===== src/rtl/instr_queue_pkg.sv =====
// Shared definitions for the instruction queue and its downstream controller:
// instruction width, opcode field, legal opcodes and the controller wait state.
package instr_queue_pkg;
  localparam int FUNC_W = 25;
  localparam int OP_MSB = 24;
  localparam int OP_LSB = 22;

  localparam logic [2:0] OP_LOAD = 3'b000;
  localparam logic [2:0] OP_MOVE = 3'b001;
  localparam logic [2:0] OP_ADD  = 3'b010;
  localparam logic [2:0] OP_XOR  = 3'b011;

  localparam logic [4:0] CTRL_WAIT = 5'b00001;

  function automatic logic op_legal(input logic [2:0] op);
    return op inside {OP_LOAD, OP_MOVE, OP_ADD, OP_XOR};
  endfunction
endpackage


===== src/rtl/instr_queue_if.sv =====
// Producer/issue signal bundle of the instruction queue; slave is the queue side.
interface instr_queue_if #(
  parameter int DEPTH  = 4,
  parameter int FUNC_W = instr_queue_pkg::FUNC_W
);
  logic                       in_valid;
  logic                       in_ready;
  logic [FUNC_W-1:0]          in_instr;
  logic                       flush;
  logic                       ctrl_idle;
  logic [FUNC_W-1:0]          func;
  logic                       new_func;
  logic [$clog2(DEPTH):0]     count;
  logic                       drop_err;

  modport master (
    output in_valid, in_instr, flush, ctrl_idle,
    input  in_ready, func, new_func, count, drop_err
  );

  modport slave (
    input  in_valid, in_instr, flush, ctrl_idle,
    output in_ready, func, new_func, count, drop_err
  );
endinterface


===== src/rtl/instr_fifo_mem.sv =====
// Instruction storage: DEPTH x FUNC_W registers, sync write, async read.
// Latency: write visible on read port after the write edge. No backpressure; no reset.
module instr_fifo_mem #(
  parameter int DEPTH  = 4,
  parameter int FUNC_W = 25,
  parameter int AW     = $clog2(DEPTH)
) (
  input  logic              clk,
  input  logic              we,
  input  logic [AW-1:0]     waddr,
  input  logic [FUNC_W-1:0] wdata,
  input  logic [AW-1:0]     raddr,
  output logic [FUNC_W-1:0] rdata
);
  logic [FUNC_W-1:0] mem [DEPTH];

  always_ff @(posedge clk) begin
    if (we) mem[waddr] <= wdata;
  end

  assign rdata = mem[raddr];
endmodule


===== src/rtl/instr_queue.sv =====
// Instruction queue: filters illegal opcodes, issues one entry per idle controller slot.
// Latency: accepted entry issues at the second edge earliest. Backpressure: in_ready low when full or flushing.
// Issue spacing is at least two cycles because the strobe itself blocks the next issue.
module instr_queue
  import instr_queue_pkg::*;
#(
  parameter int DEPTH  = 4,
  parameter int FUNC_W = instr_queue_pkg::FUNC_W
) (
  input  logic         clk,
  input  logic         rst_n,
  instr_queue_if.slave q
);
  localparam int PW = $clog2(DEPTH);
  localparam int CW = PW + 1;
  localparam logic [CW-1:0] FULL = CW'(DEPTH);

  logic [PW-1:0]     wr_ptr, rd_ptr;
  logic [CW-1:0]     count;
  logic [FUNC_W-1:0] func, rd_data;
  logic              new_func, drop_err;
  logic              push, legal, wr_en, issue;

  assign q.in_ready = (count < FULL) && !q.flush && rst_n;
  assign push       = q.in_valid && q.in_ready;
  assign legal      = op_legal(q.in_instr[OP_MSB:OP_LSB]);
  assign wr_en      = push && legal;
  assign issue      = (count != '0) && q.ctrl_idle && !new_func && !q.flush;

  instr_fifo_mem #(.DEPTH(DEPTH), .FUNC_W(FUNC_W)) u_mem (
    .clk   (clk),
    .we    (wr_en),
    .waddr (wr_ptr),
    .wdata (q.in_instr),
    .raddr (rd_ptr),
    .rdata (rd_data)
  );

  always_ff @(posedge clk or negedge rst_n) begin
    if (!rst_n) begin
      wr_ptr   <= '0;
      rd_ptr   <= '0;
      count    <= '0;
      func     <= '0;
      new_func <= 1'b0;
      drop_err <= 1'b0;
    end else if (q.flush) begin
      wr_ptr   <= '0;
      rd_ptr   <= '0;
      count    <= '0;
      func     <= '0;
      new_func <= 1'b0;
      drop_err <= 1'b0;
    end else begin
      if (wr_en) wr_ptr <= wr_ptr + PW'(1);
      if (issue) begin
        rd_ptr <= rd_ptr + PW'(1);
        func   <= rd_data;
      end
      new_func <= issue;
      drop_err <= push && !legal;
      // Simultaneous push and issue cancel out in the count.
      case ({wr_en, issue})
        2'b10:   count <= count + CW'(1);
        2'b01:   count <= count - CW'(1);
        default: count <= count;
      endcase
    end
  end

  assign q.func     = func;
  assign q.new_func = new_func;
  assign q.count    = count;
  assign q.drop_err = drop_err;
endmodule


===== src/flat_wrapper.sv =====
// flat-port wrapper written by rule: the top's interface ports become plain ports
module instr_queue_flat import instr_queue_pkg::*;
#(
  parameter int DEPTH  = 4,
  parameter int FUNC_W = instr_queue_pkg::FUNC_W
)
  (clk, rst_n, q_in_valid, q_in_instr, q_flush, q_ctrl_idle, q_in_ready, q_func, q_new_func, q_count, q_drop_err);
  instr_queue_if #(.DEPTH(DEPTH), .FUNC_W(FUNC_W)) q_i ();
  input  logic clk;
  input  logic rst_n;
  input wire logic [$bits(q_i.in_valid)-1:0] q_in_valid;
  input wire logic [$bits(q_i.in_instr)-1:0] q_in_instr;
  input wire logic [$bits(q_i.flush)-1:0] q_flush;
  input wire logic [$bits(q_i.ctrl_idle)-1:0] q_ctrl_idle;
  output wire logic [$bits(q_i.in_ready)-1:0] q_in_ready;
  output wire logic [$bits(q_i.func)-1:0] q_func;
  output wire logic [$bits(q_i.new_func)-1:0] q_new_func;
  output wire logic [$bits(q_i.count)-1:0] q_count;
  output wire logic [$bits(q_i.drop_err)-1:0] q_drop_err;
  assign q_i.in_valid = q_in_valid;
  assign q_i.in_instr = q_in_instr;
  assign q_i.flush = q_flush;
  assign q_i.ctrl_idle = q_ctrl_idle;
  assign q_in_ready = q_i.in_ready;
  assign q_func = q_i.func;
  assign q_new_func = q_i.new_func;
  assign q_count = q_i.count;
  assign q_drop_err = q_i.drop_err;
  instr_queue #(.DEPTH(DEPTH), .FUNC_W(FUNC_W)) u_core (.clk(clk), .rst_n(rst_n), .q(q_i));
endmodule

===== config.mk =====
export PLATFORM = sky130hd
export DESIGN_NAME = instr_queue_flat
export DESIGN_NICKNAME = d
export VERILOG_FILES = /design/src/rtl/instr_queue_pkg.sv /design/src/rtl/instr_queue_if.sv /design/src/rtl/instr_fifo_mem.sv /design/src/rtl/instr_queue.sv /design/src/flat_wrapper.sv
export SDC_FILE = /design/constraint.sdc
export NUM_CORES = 1
export LEC_CHECK = 0
export CAP_MARGIN = 10
export CORE_UTILIZATION = 45
export CTS_CLUSTER_DIAMETER = 60
export CTS_CLUSTER_SIZE = 14
export DETAILED_ROUTE_END_ITERATION = 10
export DONT_BUFFER_PORTS = 1
export PLACE_DENSITY_LB_ADDON = 0.15
export SETUP_SLACK_MARGIN = 0.02
export SLEW_MARGIN = 0
export SYNTH_ARGS = -nofsm -noshare
export SYNTH_HDL_FRONTEND = slang
export SYNTH_SLANG_ARGS = --single-unit

===== constraint.sdc =====
create_clock -name clk -period 2.4 [get_ports clk]
set_input_delay 0.36 -clock clk [delete_from_list [all_inputs] [get_ports clk]]
set_output_delay 0.36 -clock clk [all_outputs]
set_load 0.005 [all_outputs]

==> impl_metrics.tcl, run 1 <==
set metrics [dict create \
    synthCells 241 \
    port_buffers 0 \
    wirelength_um 9110 \
    h-tree-depth 4 \
    synth_most_common_cell "edfxtp_1" \
    cp_common_cell "nor2b_4" \
    grt_max_degree 35 \
    yosysTopAreaCell "edfxtp_1" \
    status "finished, final reports clean" \
    grtUsageTotal 0.173 \
    drt-met1-wl_um 3860 \
    arrival_ps 2600 \
    path_cells "or3_4, and2_4, nor2b_4, nor2b_4, fa_2, nand3b_1, o22ai_2, mux2_4" \
    ys_ff_latch 134 \
    cpLargestDelayFamily "simple AND/OR/NAND/NOR gates" \
    clkLatencyLatePin_ps 400 \
    worstPathRequired_ps 2680 \
    yosysSeqAreaShare 0.759 \
    drive_above_1_share 0.301 \
    topRoutingLayerUsed "met4" \
    clk_pin_slew_ps 50 \
    wl_per_cell_um 21.7 \
    antenna_found_initial 0 \
    cts_tree "done" \
    dr_wl_met3_um 542 \
    dieArea_um2 11700 \
    critPathLaunchType "register" \
    postLayoutCoreUtil 0.545 \
    gp_congestion 0.757 \
    area_growth_pct 17.3 \
    die_y_um 108 \
    synth.distinct_cells 29 \
    vias_per_cell 5.53 \
    grt_overflow 0 \
    postPlaceCellArea_um2 5350 \
    hold_viol_final 0 \
    pwr_density_cell_nw_per_um2 983 \
    peakVddDrop_v 0.000429 \
    yosysWarnings 0 \
    multiInputGateArea_um2 1150 \
    fin_skew_ps 5.33 \
    route.met2.wl_um 4570 \
    clock_path_buffers 2 \
    max_cap_violations 0 \
    syn_nets 276 \
    seqCellArea_um2 3850 \
    worst_pin_slew_ps 393 \
    cts_sinks 134 \
    netlist_area_um2 5080 \
    synthTopCellsByCount "100 x edfxtp_1, 34 x dfrtp_1, 25 x a22o_1, 25 x mux4_2" \
    yosysTopAreaCellShare 0.591 \
    num-nets-final 301 \
    p_leak_nw 2.12 \
    min_path_type "input pin to register" \
    num-fill-cells 867 \
    cts_setup_buffers 0 \
    drv_slew 0 \
    max_freq_mhz 431 \
    grt_pass1_vias 2506 \
    dp_hpwl_um 5320 \
    start_util 0.464 \
    core-area_um2 10900 \
    path_buf_inv 0 \
    diodes 0 \
    die_w_um 108 \
    post_synth.cell_area_avg_um2 21.1 \
    async_flop_share 0.254 \
    synth_edf_count 100 \
    cp-end-kind "register" \
    slowest_stage "or3_4" \
    drt_iter0_drc 74 \
    path_max_fanout 3 \
    ys_top_cells_by_area "edfxtp_1 59%, dfrtp_1 17%, mux4_2 11%" \
    firstDrtPassIters 4 \
    num_rows 38 \
    fin_crit_ps 2320 \
    finalSetupViolations 0 \
    finalCritPeriodShare 0.966 \
    design_area_um2 5960 \
    synth_ff_type "edfxtp_1" \
    critPathKind "register to register" \
    remaining_drc_errors 0 \
    ant_nets 0 \
    cts_buffers 17 \
    pin_count 61 \
    grt_setup_unrepaired "no" \
    vias 2315 \
    clockRootBuffer "clkbuf_16" \
    slew_headroom 0.738 \
    grt_first_pass_wirelength_um 14000 \
    max_stage_delay_ps 390 \
]
==> power breakdown <==
part / switching (mW) / total, mW / internal (mW)
Combinational: 0.290 / 0.640 / 0.349
Clock: 0.880 / 2.42 / 1.54
Sequential: 0.135 / 2.79 / 2.66
==> worst register-to-register path, stage by stage (launching register included) <==
cell	delay (ps)
dfrtp_1	370
or3_4	390
and2_4	150
nor2b_4	120
nor2b_4	120
fa_2	360
nand3b_1	180
o22ai_2	190
mux2_4	320
==> placed cells by master (no fill, tap or decap), drive strengths merged, types with 3 or more instances in the layout <==
cell / n
a22o: 25
and2: 7
buf: 19
clkbuf: 22
clkinv: 7
dfrtp: 34
edfxtp: 100
ha: 4
mux4: 25
nor2: 7
nor2b: 6
xnor2: 3
==> final timing paths <==
kind | end | cells past startpoint | from | slack [ps]
max in group asynchronous | u_core.rd_ptr[0] | 2 | rst_n | 1770
hold / removal | u_core.rd_ptr[0] | 1 | q_flush | 20
min in group asynchronous | u_core.q.func[4] | 2 | rst_n | 410
hold reg to reg | u_core.q.func[4] | 1 | u_core.q.func[4] | 530
setup / recovery | u_core.q.count[2] | 8 | u_core.q.count[0] | 80
setup reg to reg | u_core.q.count[2] | 8 | u_core.q.count[0] | 80
==> flip-flops by register name (all words and copies together) (netlist names) <==
register           cells
u_core.rd_ptr          2
u_core.q.count         3
u_core.wr_ptr          2
u_core.q.new_func      1
u_core.u_mem.mem     100
u_core.q.drop_err      1
u_core.q.func         25
==> layout make-up <==
cell class              instances  share of cell area
clock inverters                10              0.0176
clock buffers                  22              0.0762
inverters                       2             0.00126
multi-input cells              91               0.193
flip-flops and latches        134               0.647
repair buffers                 20              0.0361
well taps                     140              0.0294
==> metal layers <==
metal / global-route usage / vias to the layer above
met3: 0.0561 / 9
met4: 0.0763 / 0
met5: 0 / -
met1: 0.217 / 1218
met2: 0.274 / 68
li1: - / 1020
==> what timing repair did <==
| item | CTS | global route |
|---|---|---|
| hold endpoints to repair | 34 | 0 |
| hold buffers | 2 | 0 |
| resized for setup | 0 | 5 |
| setup endpoints to repair | 0 | 1 |
==> per-stage QoR <==
step | worst slack, ps | hold WS [ps] | power, mW | setup TNS [ps] | std cells
floorplan | -263 | 64.4 | 3.27 | -263 | 241
global placement | 116 | 65.2 | 3.44 | 0 | 385
detailed placement | 70.0 | 65.2 | 3.46 | 0 | 385
CTS | 58.2 | 7.42 | 5.90 | 0 | 419
global route | 27.7 | 5.58 | 6.08 | 0 | 419
finish | 81.7 | 21.9 | 5.86 | 0 | 419
==> logic make-up after synthesis <==
family,Yosys count,synth area share
xor gates and xnor gates,4,0.00838
and+or+nand+nor,27,0.0357
DFF,134,0.759
muxes,29,0.119
AOI/OAI and AO/OA,26,0.0443
adders and majority gates,5,0.0138
buffers and inverters,16,0.0197
(Power assumes the default switching activity.)
==> run 2: changes to the inputs <==
--- a/config.mk
+++ b/config.mk
@@ -11,6 +11,7 @@
 export CTS_CLUSTER_SIZE = 14
 export DETAILED_ROUTE_END_ITERATION = 10
 export DONT_BUFFER_PORTS = 1
+export MAX_ROUTING_LAYER = met4
 export PLACE_DENSITY_LB_ADDON = 0.15
 export SETUP_SLACK_MARGIN = 0.02
 export SLEW_MARGIN = 0
==> run 2 against run 1 <==
  * Clock power barely moved
  * Highest routed layer unchanged
  * Sequential share of layout area did not move
  * Sequential power barely moved
  * Utilization did not move
  * Hold slack improved by 1.7 ps
  * Via count fell by 1.2%
==> impl_metrics.tcl, run 2 (same netlist as run 1, synthesis figures left out) <==
set metrics [dict create \
    status "finished, final reports clean" \
    clock_path_buffers 2 \
    power_frac_comb 0.109 \
    grt_max_degree 35 \
    start_util 0.464 \
    peakVddDrop_v 0.000431 \
    remaining_drc_errors 0 \
    p_leak_nw 2.12 \
    cts_tree "done" \
    dp_hpwl_um 5320 \
    drv_slew 0 \
    num_rows 38 \
    cts_buffers 17 \
    p_clk_frac 0.413 \
    power_mw 5.85 \
    path_max_fanout 3 \
    worstPathRequired_ps 2680 \
    clk_pin_slew_ps 50 \
    port_buffers 0 \
    slew_headroom 0.738 \
    critPathKind "register to register" \
    area_growth_pct 17.3 \
    drive_above_1_share 0.301 \
    power.share.sequential 0.477 \
    r2r_setup_slack_ps 80 \
    h-tree-depth 4 \
    largestRegisters "u_core.u_mem.mem (100), u_core.q.func (25), u_core.q.count (3)" \
    dp.cells 385 \
    pwr_density_cell_nw_per_um2 982 \
    hold_viol_final 0 \
    layout.cells.non_filler 419 \
    rr_endpoint "u_core.q.count[2]" \
    largest_reg_flops 100 \
    postLayoutCoreUtil 0.545 \
    grtUsageTotal 0.178 \
    worst_pin_slew_ps 393 \
    grt_setup_unrepaired "no" \
    switchingPower_mw 1.30 \
    grt_pass1_vias 2507 \
    arrival_ps 2600 \
    r2r_start "u_core.q.count[0]" \
    critPathLaunchType "register" \
    num-fill-cells 867 \
    cts_sinks 134 \
    core-area_um2 10900 \
    wl_per_cell_um 21.6 \
    crit_end "u_core.q.count[2]" \
    die_w_um 108 \
    cp-end-kind "register" \
    vias 2287 \
    firstDrtPassIters 4 \
    antenna_found_initial 0 \
    min_path_type "input pin to register" \
    fin_skew_ps 5.78 \
    diodes 0 \
    seqCellArea_um2 3850 \
    pin_count 61 \
    final_cell_mix "100 x edfxtp_1, 33 x dfrtp_1, 25 x mux4_2, 25 x a22o_1, 17 x clkbuf_16" \
    regMostFlops "u_core.u_mem.mem" \
    fin_crit_ps 2320 \
    layout.cells.most_common "edfxtp_1" \
    num-nets-final 301 \
    clkLatencyLatePin_ps 400 \
    setup.worst_path.start "u_core.q.count[0]" \
    die_y_um 108 \
    dieArea_um2 11700 \
    ant_nets 0 \
    drt_iter0_drc 82 \
    max_freq_mhz 430 \
    grt_overflow 0 \
    power.internal_mw 4.55 \
    swShare 0.222 \
    max_cap_violations 0 \
    finalSetupViolations 0 \
    finalCritPeriodShare 0.969 \
    grt_first_pass_wirelength_um 14000 \
    multiInputGateArea_um2 1150 \
    clockRootBuffer "clkbuf_16" \
    gp_congestion 0.767 \
    wirelength_um 9070 \
    vias_per_cell 5.46 \
    reg2regPathDepth 8 \
]
-- run 2: cell counts in the layout (fill, tap and decap cells not counted) --
No cell type changed its count.
-- run 2: metrics by stage --
| step | worst slack (ps) | hold WS, ps | setup TNS [ps] | area, um2 |
|---|---|---|---|---|
| 6_report | 75.5 | 23.7 | 0 | 5960 |
| 5_1_grt | 27.7 | 4.26 | 0 | 5960 |
| 4_1_cts | 58.2 | 7.42 | 0 | 5940 |
| 3_5_place_dp | 70.0 | 65.2 | 0 | 5350 |
| 3_3_place_gp | 116 | 65.2 | 0 | 5350 |
| 2_1_floorplan | -263 | 64.4 | -263 | 5080 |
-- run 2: critical path, cell delays in order, from the launching register on --
cell,delay (ps)
dfrtp_1,370
or3_4,390
and2_4,150
nor2b_4,120
nor2b_4,120
fa_2,360
nand3b_1,190
o22ai_2,190
mux2_4,320
-- run 2: how the worst min path moves through the flow --
stage / depth (start not counted) / slack (ps) / endpoint / start
2_1_floorplan: 0 / 60 / u_core.q.count[0] / rst_n
3_3_place_gp: 0 / 70 / u_core.q.func[0] / rst_n
3_5_place_dp: 0 / 70 / u_core.q.func[0] / rst_n
4_1_cts: 1 / 7 / u_core.rd_ptr[1] / q_flush
5_1_grt: 1 / 4 / u_core.rd_ptr[0] / q_flush
6_report: 1 / 20 / u_core.rd_ptr[1] / q_flush
-- run 2: layer usage --
| metal | track usage | wire, um | share of wire |
|---|---|---|---|
| met1 | 0.218 | 3930 | 0.43 |
| met2 | 0.274 | 4570 | 0.50 |
| met3 | 0.0555 | 448 | 0.049 |
| met4 | 0.0763 | 124 | 0.014 |
| met5 | - | 0 | 0 |
-- run 2: final cells by class --
type,instances,area share
clock buffer,22,0.0762
clock inverter,10,0.0176
inverter,2,0.00126
multi-input combinational,91,0.193
sequential,134,0.647
tap,140,0.0294
timing repair buffer,20,0.0361
-- run 2: timing repair --
action / in CTS / in global routing
gates resized for setup: 0 / 5
setup endpoints to repair: 0 / 1
setup buffers: 0 / 0
hold buffers: 2 / 0
endpoints found under the hold margin: 34 / 0
-- run 2: power groups by stage --
stage          clock [mW]  combinational, mW  sequential (mW)
6_report             2.42              0.640             2.79
5_1_grt              2.57              0.700             2.82
4_1_cts              2.46              0.638             2.80
3_5_place_dp            0              0.617             2.84
3_3_place_gp            0              0.607             2.84
2_1_floorplan           0              0.479             2.80
==> run 3: changes to the inputs <==
--- a/config.mk
+++ b/config.mk
@@ -6,7 +6,10 @@
 export NUM_CORES = 1
 export LEC_CHECK = 0
 export CAP_MARGIN = 10
-export CORE_UTILIZATION = 45
+export CELL_PAD_IN_SITES_DETAIL_PLACEMENT = 1
+export CELL_PAD_IN_SITES_GLOBAL_PLACEMENT = 2
+export CORE_MARGIN = 2
+export CORE_UTILIZATION = 43
 export CTS_CLUSTER_DIAMETER = 60
 export CTS_CLUSTER_SIZE = 14
 export DETAILED_ROUTE_END_ITERATION = 10
==> run 3 against run 2 <==
  * Non-clock buffer count did not move
  * Highest routed layer unchanged
  * Utilization decreased by 2.9 points
  * Clock-buffer cell count increased by 4
  * Largest power group unchanged
  * Routed wire length up 7.4%
==> impl_metrics.tcl, run 3 (same netlist as run 1, synthesis figures left out) <==
set metrics [dict create \
    status "finished, final reports clean" \
    largest_reg_flops 100 \
    remaining_drc_errors 0 \
    pin_count 61 \
    clkLatencyLatePin_ps 410 \
    grt_first_pass_wirelength_um 15300 \
    layout.cells.most_common "edfxtp_1" \
    core-area_um2 11500 \
    dieArea_um2 12700 \
    wirelength_um 9730 \
    layout.cells.non_filler 422 \
    grt_setup_unrepaired "no" \
    cp-end-kind "register" \
    num-nets-final 301 \
    fin_skew_ps 7.86 \
    start_util 0.443 \
    postPlaceCellArea_um2 5330 \
    seqCellArea_um2 3850 \
    dp.cells 387 \
    firstDrtPassIters 4 \
    grt_overflow 0 \
    slowest_stage "or3_4" \
    cts_setup_buffers 0 \
    path_cells "or3_4, and2_4, nor2b_4, nor2b_1, fa_2, nand3b_1, o22ai_2, mux2_2" \
    cts_sinks 134 \
    cts_tree "done" \
    clock_path_buffers 2 \
    worst_hold_slack_ps 38.6 \
    dp_hpwl_um 5720 \
    cpLargestDelayFamily "simple AND/OR/NAND/NOR gates" \
    critPathLaunchType "register" \
    peakVddDrop_v 0.000598 \
    largestRegisters "u_core.u_mem.mem (100), u_core.q.func (25), u_core.q.count (3)" \
    place_ws_ps 68.1 \
    min_path_type "input pin to register" \
    gp_congestion 0.709 \
    antenna_found_initial 0 \
    fin_crit_ps 2310 \
    pwr_density_cell_nw_per_um2 975 \
    path_max_fanout 3 \
    grtUsageTotal 0.177 \
    drive_above_1_share 0.276 \
    worst_pin_slew_ps 504 \
    num-fill-cells 1024 \
    clk_pin_slew_ps 60 \
    hold_viol_final 0 \
    h-tree-depth 4 \
    arrival_ps 2610 \
    vias_per_cell 5.41 \
    design_area_um2 5910 \
    clockRootBuffer "clkbuf_16" \
    finalCritPeriodShare 0.962 \
    multiInputGateArea_um2 1130 \
    max_freq_mhz 433 \
    critPathKind "register to register" \
    drv_slew 0 \
    num_rows 39 \
    regMostFlops "u_core.u_mem.mem" \
    wl_per_cell_um 23.1 \
    grt_pass1_vias 2613 \
    vias 2282 \
    drt_iter0_drc 113 \
    slew_headroom 0.664 \
    ant_nets 0 \
    worstPathRequired_ps 2700 \
    area_growth_pct 16.4 \
    setup_ws_ps 92.2 \
    grt_max_degree 35 \
    port_buffers 0 \
    finalSetupViolations 0 \
    postLayoutCoreUtil 0.516 \
    final_cell_mix "100 x edfxtp_1, 33 x dfrtp_1, 25 x mux4_2, 25 x a22o_1, 17 x clkbuf_16" \
    cts_buffers 17 \
    max_stage_delay_ps 400 \
    path_buf_inv 0 \
    die_y_um 113 \
    die_w_um 113 \
    diodes 0 \
    p_leak_nw 2.10 \
    max_cap_violations 0 \
]
## run 3: final timing paths
| path | endpoint | cells after the start | from | slack [ps] |
|---|---|---|---|---|
| min | u_core.u_mem.mem[1][1] | 0 | q_in_instr[1] | 40 |
| min reg2reg | u_core.q.func[3] | 1 | u_core.q.func[3] | 530 |
| min in group asynchronous | u_core.q.func[1] | 2 | rst_n | 450 |
| max in group asynchronous | u_core.rd_ptr[0] | 2 | rst_n | 1750 |
| max | u_core.q.count[2] | 8 | u_core.q.count[2] | 90 |
| max reg2reg | u_core.q.count[2] | 8 | u_core.q.count[2] | 90 |
## run 3: layer usage
metal	routed length, um	global-route usage	up-vias
met2	4800	0.266	58
li1	-	-	1017
met4	250	0.0862	0
met1	4090	0.207	1192
met5	0	-	-
met3	598	0.0729	15
## run 3: cell type report
cell class | instances | area share
Sequential cell | 134 | 0.652
Timing Repair Buffer | 20 | 0.0347
Clock inverter | 6 | 0.00889
Multi-Input combinational cell | 91 | 0.192
Inverter | 2 | 0.00127
Clock buffer | 26 | 0.0811
Tap cell | 143 | 0.0303
## run 3: power by group
group	switching [mW]	internal, mW
clock network	0.870	1.46
registers	0.150	2.66
logic	0.281	0.340
## run 3: what timing repair did
action                                  CTS  global route
endpoints found under the setup margin    0             1
hold endpoints to repair                 38             0
resized for setup                         0             1
hold buffers                              3             0
## run 3: per-stage QoR
step	TNS (ps)	power [mW]
after floorplan	-263	3.27
after global placement	0	3.45
after detailed placement	0	3.46
after CTS	0	5.84
after global routing	0	5.99
final	0	5.76
